==> src/rtl/udt_pkg.sv <==
// Shared definitions for the UDT receive header parser: FSM state encoding,
// UDT header layout constants and a byte-enable popcount helper.
package udt_pkg;

  typedef enum logic [1:0] {
    S_HDR0 = 2'd0,
    S_HDR1 = 2'd1,
    S_PAY  = 2'd2,
    S_DROP = 2'd3
  } state_e;

  localparam int UDT_HDR_BYTES = 16;
  localparam int CTRL_BIT      = 31;
  localparam int SEQ_W         = 31;

  function automatic logic [3:0] popcount8(input logic [7:0] v);
    logic [3:0] n;
    n = '0;
    for (int i = 0; i < 8; i++) n = n + {3'b000, v[i]};
    return n;
  endfunction

endpackage

==> src/rtl/udt_skid_buf.sv <==
// Two-entry AXI-Stream register slice carrying data, keep, last and the
// running byte length. Outputs come straight from the head register.
module udt_skid_buf #(
  parameter int LEN_W = 16
) (
  input  logic             core_clk,
  input  logic             core_rst,
  input  logic             in_push,
  input  logic [63:0]      in_data,
  input  logic [7:0]       in_keep,
  input  logic             in_last,
  input  logic [LEN_W-1:0] in_len,
  output logic             full_next,
  output logic [63:0]      out_tdata,
  output logic [7:0]       out_tkeep,
  output logic             out_tvalid,
  input  logic             out_tready,
  output logic             out_tlast,
  output logic [LEN_W-1:0] out_len
);

  localparam int ENT_W = 64 + 8 + 1 + LEN_W;

  logic [ENT_W-1:0] head_q, head_d, tail_q, tail_d, in_ent;
  logic             head_vld_q, head_vld_d, tail_vld_q, tail_vld_d;
  logic             pop;

  assign in_ent = {in_data, in_keep, in_last, in_len};
  assign pop    = head_vld_q & out_tready;

  // NOTE: every variable gets its hold value first so no path leaves it unassigned (no latch).
  always_comb begin
    head_d     = head_q;
    tail_d     = tail_q;
    head_vld_d = head_vld_q;
    tail_vld_d = tail_vld_q;
    if (pop) begin
      if (tail_vld_q) begin
        head_d     = tail_q;
        tail_vld_d = in_push;
        if (in_push) tail_d = in_ent;
      end else begin
        head_vld_d = in_push;
        if (in_push) head_d = in_ent;
      end
    end else if (in_push) begin
      if (!head_vld_q) begin
        head_vld_d = 1'b1;
        head_d     = in_ent;
      end else begin
        tail_vld_d = 1'b1;
        tail_d     = in_ent;
      end
    end
  end

  // NOTE: the two data registers are reset as well so out_tdata/out_tkeep read 0 out of reset.
  always_ff @(posedge core_clk) begin
    if (core_rst) begin
      head_q     <= '0;
      tail_q     <= '0;
      head_vld_q <= 1'b0;
      tail_vld_q <= 1'b0;
    end else begin
      head_q     <= head_d;
      tail_q     <= tail_d;
      head_vld_q <= head_vld_d;
      tail_vld_q <= tail_vld_d;
    end
  end

  // Full next cycle means the tail entry will be occupied.
  assign full_next = tail_vld_d;
  assign {out_tdata, out_tkeep, out_tlast, out_len} = head_q;
  assign out_tvalid = head_vld_q;

endmodule

==> src/rtl/udt_rx_hdr_parse.sv <==
// UDT receive header parser: strips the 16-byte header, pulses decoded fields,
// forwards payload through a 2-entry skid. Optional macro: UDT_RX_CTRL_DROP_EN.
module udt_rx_hdr_parse
  import udt_pkg::*;
#(
  parameter int MAX_BEATS = 1024,
  parameter int LEN_W     = 16
) (
  input  logic             core_clk,
  input  logic             core_rst,
  input  logic [63:0]      in_tdata,
  input  logic [7:0]       in_tkeep,
  input  logic             in_tvalid,
  output logic             in_tready,
  input  logic             in_tlast,
  output logic [63:0]      out_tdata,
  output logic [7:0]       out_tkeep,
  output logic             out_tvalid,
  input  logic             out_tready,
  output logic             out_tlast,
  output logic [LEN_W-1:0] out_len,
  output logic             hdr_valid,
  output logic             hdr_ctrl,
  output logic [SEQ_W-1:0] hdr_seq,
  output logic [31:0]      hdr_msg,
  output logic [31:0]      hdr_tstamp,
  output logic [31:0]      hdr_sockid,
  output logic             err_runt,
  output logic             err_long
);

  localparam int               BEAT_W   = $clog2(MAX_BEATS + 2);
  localparam logic [BEAT_W-1:0] BEAT_LIM = BEAT_W'(MAX_BEATS);
  localparam logic [LEN_W-1:0]  LEN_MAX  = '1;

  state_e            state_q, state_d;
  logic              accept, push, ctrl_pkt, skid_full_next, ready_d;
  logic [31:0]       word0_q, word1_q;
  logic [LEN_W-1:0]  byte_cnt_q, len_sum;
  logic [LEN_W:0]    len_wide;
  logic [BEAT_W-1:0] beat_cnt_q;

  assign accept   = in_tvalid & in_tready;
  assign len_wide = {1'b0, byte_cnt_q} + (LEN_W + 1)'(popcount8(in_tkeep));
  assign len_sum  = len_wide[LEN_W] ? LEN_MAX : len_wide[LEN_W-1:0];

`ifdef UDT_RX_CTRL_DROP_EN
  assign ctrl_pkt = word0_q[CTRL_BIT];
`else
  assign ctrl_pkt = 1'b0;
`endif

  always_comb begin
    state_d = state_q;
    push    = 1'b0;
    unique case (state_q)
      S_HDR0: if (accept && !in_tlast) state_d = S_HDR1;
      S_HDR1: if (accept) state_d = in_tlast ? S_HDR0 : (ctrl_pkt ? S_DROP : S_PAY);
      S_PAY: begin
        push = accept;
        if (accept && in_tlast) state_d = S_HDR0;
      end
      S_DROP: if (accept && in_tlast) state_d = S_HDR0;
      default: state_d = S_HDR0;
    endcase
  end

  // Ready is registered from next-cycle occupancy, so out_tready never reaches in_tready combinationally.
  assign ready_d = (state_d == S_PAY) ? !skid_full_next : 1'b1;

  // NOTE: sequential state uses non-blocking assignments so every flop samples pre-edge values.
  always_ff @(posedge core_clk) begin
    if (core_rst) begin
      state_q   <= S_HDR0;
      in_tready <= 1'b0;
    end else begin
      state_q   <= state_d;
      in_tready <= ready_d;
    end
  end

  always_ff @(posedge core_clk) begin
    if (core_rst) begin
      word0_q    <= '0;
      word1_q    <= '0;
      byte_cnt_q <= '0;
      beat_cnt_q <= '0;
      hdr_valid  <= 1'b0;
      hdr_ctrl   <= 1'b0;
      hdr_seq    <= '0;
      hdr_msg    <= '0;
      hdr_tstamp <= '0;
      hdr_sockid <= '0;
      err_runt   <= 1'b0;
      err_long   <= 1'b0;
    end else begin
      hdr_valid <= 1'b0;
      err_runt  <= 1'b0;
      err_long  <= 1'b0;
      if (accept) begin
        case (state_q)
          S_HDR0: begin
            word0_q  <= in_tdata[63:32];
            word1_q  <= in_tdata[31:0];
            err_runt <= in_tlast;
          end
          S_HDR1: begin
            hdr_valid  <= 1'b1;
            hdr_ctrl   <= word0_q[CTRL_BIT];
            hdr_seq    <= word0_q[SEQ_W-1:0];
            hdr_msg    <= word1_q;
            hdr_tstamp <= in_tdata[63:32];
            hdr_sockid <= in_tdata[31:0];
            byte_cnt_q <= '0;
            beat_cnt_q <= '0;
          end
          S_PAY: begin
            byte_cnt_q <= len_sum;
            // Beat count saturates one past the limit; enough to flag the overrun.
            if (beat_cnt_q <= BEAT_LIM) beat_cnt_q <= beat_cnt_q + 1'b1;
            err_long <= in_tlast && (beat_cnt_q >= BEAT_LIM);
          end
          default: ;
        endcase
      end
    end
  end

  udt_skid_buf #(.LEN_W(LEN_W)) u_skid (
    .core_clk   (core_clk),
    .core_rst   (core_rst),
    .in_push    (push),
    .in_data    (in_tdata),
    .in_keep    (in_tkeep),
    .in_last    (in_tlast),
    .in_len     (len_sum),
    .full_next  (skid_full_next),
    .out_tdata  (out_tdata),
    .out_tkeep  (out_tkeep),
    .out_tvalid (out_tvalid),
    .out_tready (out_tready),
    .out_tlast  (out_tlast),
    .out_len    (out_len)
  );

endmodule
==> config.mk <==
export PLATFORM = sky130hd
export DESIGN_NAME = udt_rx_hdr_parse
export DESIGN_NICKNAME = d
export VERILOG_FILES = /design/src/rtl/udt_pkg.sv /design/src/rtl/udt_skid_buf.sv /design/src/rtl/udt_rx_hdr_parse.sv
export SDC_FILE = /design/constraint.sdc
export NUM_CORES = 1
export LEC_CHECK = 0
export ABC_CLOCK_PERIOD_IN_PS = 7130
export CELL_PAD_IN_SITES_DETAIL_PLACEMENT = 1
export CELL_PAD_IN_SITES_GLOBAL_PLACEMENT = 2
export CORE_ASPECT_RATIO = 0.5
export CORE_MARGIN = 2
export CORE_UTILIZATION = 32
export CTS_CLUSTER_SIZE = 14
export DETAILED_ROUTE_END_ITERATION = 10
export GPL_ROUTABILITY_DRIVEN = 0
export PLACE_DENSITY_LB_ADDON = 0.1
export SLEW_MARGIN = 20
export SYNTH_ARGS = -nofsm -noshare
export SYNTH_HDL_FRONTEND = slang
export SYNTH_SLANG_ARGS = --single-unit
==> constraint.sdc <==
create_clock -name core_clk -period 7.13 [get_ports core_clk]
set_clock_uncertainty 0.2 [all_clocks]
set_input_delay 1.7825 -clock core_clk [delete_from_list [all_inputs] [get_ports core_clk]]
set_output_delay 1.7825 -clock core_clk [all_outputs]
set_load 0.02 [all_outputs]
==> impl_metrics.py, run 1 <==
metrics = {
    "synthesis": {
        "synth_cell_type_count": 55,
        "synthMuxAreaShare": 0.000750,
        "synth-edff-count": 0,
        "synth_compound_area_frac": 0.188,
        "synth_xor_area_frac": 0.00875,
        "ys_seq_area_frac": 0.540,
        "syn_area_um2": 15000,
        "synthArstFlopShare": 0,
        "syn_inst": 1795,
        "ys_seq_elements": 405,
        "synthSimpleGateAreaFrac": 0.197,
        "ys.flop_type": "dfxtp_1",
        "syn-num-nets": 1890,
        "post_synth.cell_area_avg_um2": 8.37,
        "ys.warnings.count": 0,
        "synth-adder-area-share": 0.0175,
        "synth_top_family_by_area": "simple AND/OR/NAND/NOR gates",
    },
    "drt": {
        "via_count": 13400,
        "wl_per_cell_um": 18.6,
        "drtIter0Drc": 918,
        "wirelength_um": 50000,
        "postRouteAntennaNets": 0,
        "drc_errors": 0,
        "first_pass_iters": 6,
        "viasPerCell": 4.99,
    },
    "setup_path": {
        "crit_path_frequent_cell": "fa_1",
        "path_cells": "clkdlybuf4s50_1, fa_1, inv_1, fa_1, fa_1, fa_1, inv_1, fa_1, nand3_1, a21boi_1, and3_2, a21oi_1, o21a_1, a211oi_1",
        "cp-end-kind": "register",
        "critPathKind": "primary input to register",
        "path_delay_family": "adder cells",
        "crit_arrival_ns": 5.81,
        "ff2ff_path_depth": 12,
        "startpoint_type": "primary input",
        "r2r-end": "u_skid.tail_q[11]",
        "worstPathRequired_ns": 7.37,
        "r2r_slack_ns": 3.45,
        "crit_slowest_cell": "fa_1",
        "slowest_delay_ns": 0.55,
        "worstReg2RegStart": "byte_cnt_q[0]",
        "crit_buf_inv": 3,
        "path_max_fanout": 14,
    },
    "global_routing": {
        "antenna_found_initial": 1,
        "grt_max_degree": 213,
        "overflow": 0,
        "grt_pass1_wl_um": 77600,
        "grt_pass1_vias": 13400,
        "grt_usage": 0.201,
    },
    "clocking": {
        "h-tree-depth": 2,
        "clkSinkCount": 405,
        "cts_inserted_buffers": 41,
        "hold_buffers": 0,
        "insertion_delay_ns": 0.55,
        "cts_resized": 0,
        "clockBufferDepth": 3,
        "post_cts_buffers": 0,
        "clkSlewWorstSetupHoldPaths_ns": 0.06,
        "cts-root-buf": "clkbuf_16",
        "tritoncts": "yes",
    },
    "pwr": {
        "swShare": 0.229,
        "pwr_density_cell_nw_per_um2": 244,
        "power_frac_clock": 0.473,
        "p_comb_frac": 0.049,
        "p_sw_w": 0.00110,
        "pwr-share-seq": 0.478,
        "vdd_drop_max_mv": 0.127,
        "finalPower_w": 0.00481,
        "internal_power_w": 0.00371,
        "leakagePower_nw": 6.63,
    },
    "layout": {
        "final_cell_mix": "nand2_1, dfxtp_1, clkdlybuf4s50_1",
        "drive_gt1_frac": 0.0514,
        "final_nets": 2107,
        "final_area_um2": 19700,
        "area_growth_pct": 31.4,
        "final_common_cell": "nand2_1",
        "fill_cells": 5477,
    },
    "placed_design": {
        "portBuffers": 298,
        "dp_hpwl_um": 30300,
        "post_dp_cell_area_um2": 18300,
    },
    "worst_hold_path": {
        "hp-class": "register to register",
        "whs_endpoint": "hdr_seq[30]",
        "min_path_cells": 2,
        "min_from": "word0_q[30]",
    },
    "floorplan": {
        "io_pins": 299,
        "die_width_um": 310,
        "coreArea_um2": 46600,
        "fp-row-count": 56,
        "initial_core_util": 0.322,
        "fp.dieH_um": 157,
        "die-area_um2": 48800,
    },
    "run_status": {
        "status": "finished, final reports clean",
    },
    "timing": {
        "hold_viol_final": 0,
        "clock.fmax_mhz": 179,
        "fin_crit_sh": 0.782,
        "slew_headroom": 0.278,
        "tightestPinTransition_ns": 1.08,
        "fin_setup_tns_ns": 0,
        "period_needed_ns": 5.57,
        "rsz0062_at_grt": "false",
        "setup_viol": 0,
        "maxSlewViolCount": 0,
    },
    "flow_run": {
        "maxCapViolations": 0,
    },
}
[flip-flops by register name (all words and copies together), names as in the netlist, 31 cells and up]
signal	flops
word1_q	32
hdr_msg	32
hdr_sockid	32
hdr_tstamp	32
u_skid.tail_q	89
u_skid.head_q	89
hdr_seq	31
word0_q	32
[worst max-delay path by stage]
stage | start | end | slack (ns) | cells past startpoint
3_5_place_dp | in_tkeep[0] | u_skid.tail_q[11] | 1.02 | 14
6_report | in_tkeep[0] | u_skid.tail_q[11] | 1.56 | 14
3_3_place_gp | in_tkeep[0] | u_skid.tail_q[13] | 1.05 | 14
2_1_floorplan | in_tkeep[0] | u_skid.head_q[8] | 1.91 | 12
5_1_grt | in_tkeep[0] | u_skid.tail_q[13] | 1.26 | 14
4_1_cts | in_tkeep[0] | u_skid.tail_q[11] | 1.57 | 14
[cells in the mapped netlist (10+ instances only)]
master    number  area share
nand3_1       15      0.0050
a222oi_1      78       0.052
inv_1         22      0.0055
buf_6         10      0.0075
a21oi_1      296       0.099
buf_1         17      0.0042
ha_1          13       0.011
o22ai_1       11      0.0046
buf_2         27      0.0090
nor2_1       117       0.029
and3_1        11      0.0046
o21ai_0       19      0.0063
dfxtp_1      405        0.54
nand2_1      565        0.14
clkbuf_1      83       0.021
[worst reg2reg max path: stages (launching register included)]
cell and delay, ns:
dfxtp_1 0.33, inv_1 0.06, fa_1 0.52, fa_1 0.42, fa_1 0.40, inv_1 0.08, fa_1 0.21, nand3_1 0.15
a21boi_1 0.27, and3_2 0.45, a21oi_1 0.11, o21a_1 0.14, a211oi_1 0.23
[logic make-up after synthesis]
logic type,after synthesis
DFF,405
AOI/OAI and AO/OA,450
adders and majority gates,18
muxes,1
buffers and inverters,161
xor gates and xnor gates,15
and+or+nand+nor,745
[metrics by stage]
step                      hold WS, ns  utilization  setup slack, ns  cells
after floorplan                 0.232            -             1.91   1795
after global placement          0.241        0.394             1.05   2607
after detailed placement        0.246        0.394             1.02   2607
after CTS                       0.254        0.423             1.57   2681
after global routing            0.269        0.424             1.26   2682
final                           0.250        0.424             1.56   2682
[power groups by stage]
| stage | clock [W] | combinational [W] | sequential [W] |
|---|---|---|---|
| global placement | 0 | 0.000241 | 0.00235 |
| floorplan | 0 | 0.000111 | 0.00236 |
| global route | 0.00246 | 0.000263 | 0.00230 |
| finish | 0.00228 | 0.000237 | 0.00230 |
| CTS | 0.00235 | 0.000242 | 0.00230 |
| detailed placement | 0 | 0.000241 | 0.00235 |
[cell type report]
class                   count  area [um^2]  share of cell area
diodes                      1         2.50            0.000127
flip-flops and latches    405         8110               0.411
well taps                 638          798              0.0405
multi-input cells        1229         6240               0.316
repair buffers            313         3110               0.158
clock buffers              57         1180              0.0597
clock inverters            17          214              0.0108
inverters                  22         82.6             0.00418
[layer usage]
metal / global-route usage / share of wire / routed length, um / vias to the layer above
met1: 0.251 / 0.44 / 22200 / 6621
met2: 0.366 / 0.51 / 25400 / 171
met5: 0 / 0 / 0 / -
met3: 0.0308 / 0.033 / 1650 / 50
li1: - / - / - / 6545
met4: 0.0419 / 0.014 / 723 / 0
(Power assumes the default switching activity.)
==> run 2: changes to the inputs <==
- ABC_CLOCK_PERIOD_IN_PS: 7130 -> 5600
- CORE_UTILIZATION: 32 -> 30
- clock period: 7.13 -> 5.6 ns (I/O delays scaled with it)
==> run 2 against run 1 <==
- non-clock buffer count up 9
- global-route usage down 0.91 points
- largest cell class unchanged
- register-to-register slack worse by 1.4 ns
- core utilization down 1.7 points
- cell area up 0.84%
- wire length up 1.7%
- power up 26%
- count of clock-buffer cells in the layout up 3
- sequential share of layout area down 0.34 points
- critical endpoint is now u_skid.tail_q[9]
- critical path type unchanged
==> impl_metrics.py, run 2 (synthesis gave the netlist of run 1 again) <==
metrics = {
    "clocking": {
        "cts_resized": 0,
        "hold_buffers": 0,
        "clkSinkCount": 405,
        "insertion_delay_ns": 0.55,
        "clockBufferDepth": 3,
        "post_cts_buffers": 0,
        "tritoncts": "yes",
        "cts_inserted_buffers": 40,
        "h-tree-depth": 2,
        "clkSlewWorstSetupHoldPaths_ns": 0.07,
        "cts-root-buf": "clkbuf_16",
    },
    "floorplan": {
        "coreArea_um2": 49000,
        "initial_core_util": 0.306,
        "die-area_um2": 52000,
        "fp-row-count": 57,
        "die_width_um": 320,
        "fp.dieH_um": 162,
        "io_pins": 299,
    },
    "drt": {
        "via_count": 13400,
        "top_layer": "met4",
        "wl_met2_um": 26100,
        "first_pass_iters": 8,
        "wl_met3_um": 1540,
        "drtIter0Drc": 833,
        "drc_errors": 0,
        "m1WireLength_um": 22400,
        "viasPerCell": 4.97,
        "wl_per_cell_um": 18.8,
        "wirelength_um": 50800,
        "postRouteAntennaNets": 0,
    },
    "setup_path": {
        "cp-end-kind": "register",
        "worstPathRequired_ns": 5.85,
        "critPathKind": "primary input to register",
        "path_max_fanout": 6,
        "startpoint_type": "primary input",
        "crit_arrival_ns": 5.28,
    },
    "pwr": {
        "pwr_density_cell_nw_per_um2": 305,
        "leakagePower_nw": 6.70,
        "vdd_drop_max_mv": 0.188,
    },
    "placed_design": {
        "dp_hpwl_um": 31100,
        "portBuffers": 298,
        "dp.cells": 2627,
    },
    "run_status": {
        "status": "finished, final reports clean",
    },
    "timing": {
        "clock.fmax_mhz": 199,
        "rsz0062_at_grt": "false",
        "maxSlewViolCount": 0,
        "hold_viol_final": 0,
        "slew_headroom": 0.394,
        "tightestPinTransition_ns": 0.909,
        "period_needed_ns": 5.03,
        "fin_crit_sh": 0.899,
        "setup_viol": 0,
        "fin_setup_tns_ns": 0,
    },
    "layout": {
        "final_nets": 2115,
        "antennaDiodeCount": 0,
        "fill_cells": 5673,
        "final_cell_mix": "nand2_1, dfxtp_1, clkdlybuf4s50_1",
        "final_common_cell": "nand2_1",
        "drive_gt1_frac": 0.0551,
        "instances_no_fill": 2699,
        "reg_top3": "u_skid.head_q x89, u_skid.tail_q x89",
        "area_growth_pct": 32.5,
    },
    "worst_hold_path": {
        "hp-class": "register to register",
    },
    "global_routing": {
        "overflow": 0,
        "grt_usage": 0.192,
        "antenna_found_initial": 0,
        "grt_pass1_wl_um": 79700,
        "grt_pass1_vias": 13700,
        "grt_max_degree": 130,
    },
    "flow_run": {
        "maxCapViolations": 0,
    },
}
[run 2: cell types whose count changed in the layout (fill, tap and decap cells not counted), sizes merged]
cell,previous run,this run
buf,16,25
clkbuf,57,60
clkinv,11,8
bufinv,5,3
clkinvlp,0,1
diode,1,0
inv,23,22
[run 2: final timing paths]
check	slack [ns]	end	start	cells after the start
worst max register to register	2.04	u_skid.tail_q[9]	byte_cnt_q[0]	11
worst min-delay path	0.25	hdr_seq[19]	word0_q[19]	2
worst min register to register	0.25	hdr_seq[19]	word0_q[19]	2
worst max-delay path	0.57	u_skid.tail_q[9]	in_tkeep[1]	13
[run 2: per-layer routing]
layer,vias to the layer above,GRT usage
li1,6556,-
met1,6638,0.239
met2,164,0.351
met3,51,0.0315
met4,0,0.0350
met5,-,0
[run 2: final cells by class]
cell class                      instances  area [um^2]  share of cell area
Clock buffer                           60         1220              0.0612
Clock inverter                         12          149             0.00748
Inverter                               22         82.6             0.00415
Multi-Input combinational cell       1229         6240               0.313
Sequential cell                       405         8110               0.407
Tap cell                              649          812              0.0408
Timing Repair Buffer                  322         3290               0.165
[run 2: stage by stage]
stage / util / total power (W) / setup slack (ns) / hold WS (ns) / instance area, um^2
2_1_floorplan: - / 0.00314 / 0.760 / 0.232 / 15000
3_3_place_gp: 0.378 / 0.00331 / 0.0454 / 0.240 / 18500
3_5_place_dp: 0.378 / 0.00331 / -0.00561 / 0.246 / 18500
4_1_cts: 0.406 / 0.00620 / 0.582 / 0.242 / 19900
5_1_grt: 0.406 / 0.00636 / 0.308 / 0.269 / 19900
6_report: 0.406 / 0.00608 / 0.568 / 0.249 / 19900
[run 2: critical path, stage by stage]
cell	delay [ns]
clkdlybuf4s50_1	0.48
fa_1	0.53
inv_1	0.05
fa_1	0.49
fa_1	0.43
fa_1	0.39
buf_4	0.15
nor2b_1	0.21
o2111ai_2	0.27
a21oi_2	0.33
nand2_1	0.13
xnor2_1	0.17
a311oi_1	0.26
[run 2: power breakdown]
group	total (W)	internal, W	switching, W	leakage, nW
logic	0.000311	0.000117	0.000194	2.76
clock network	0.00284	0.00165	0.00119	0.676
registers	0.00293	0.00291	0.0000162	3.27
total	0.00608	0.00468	0.00140	6.70
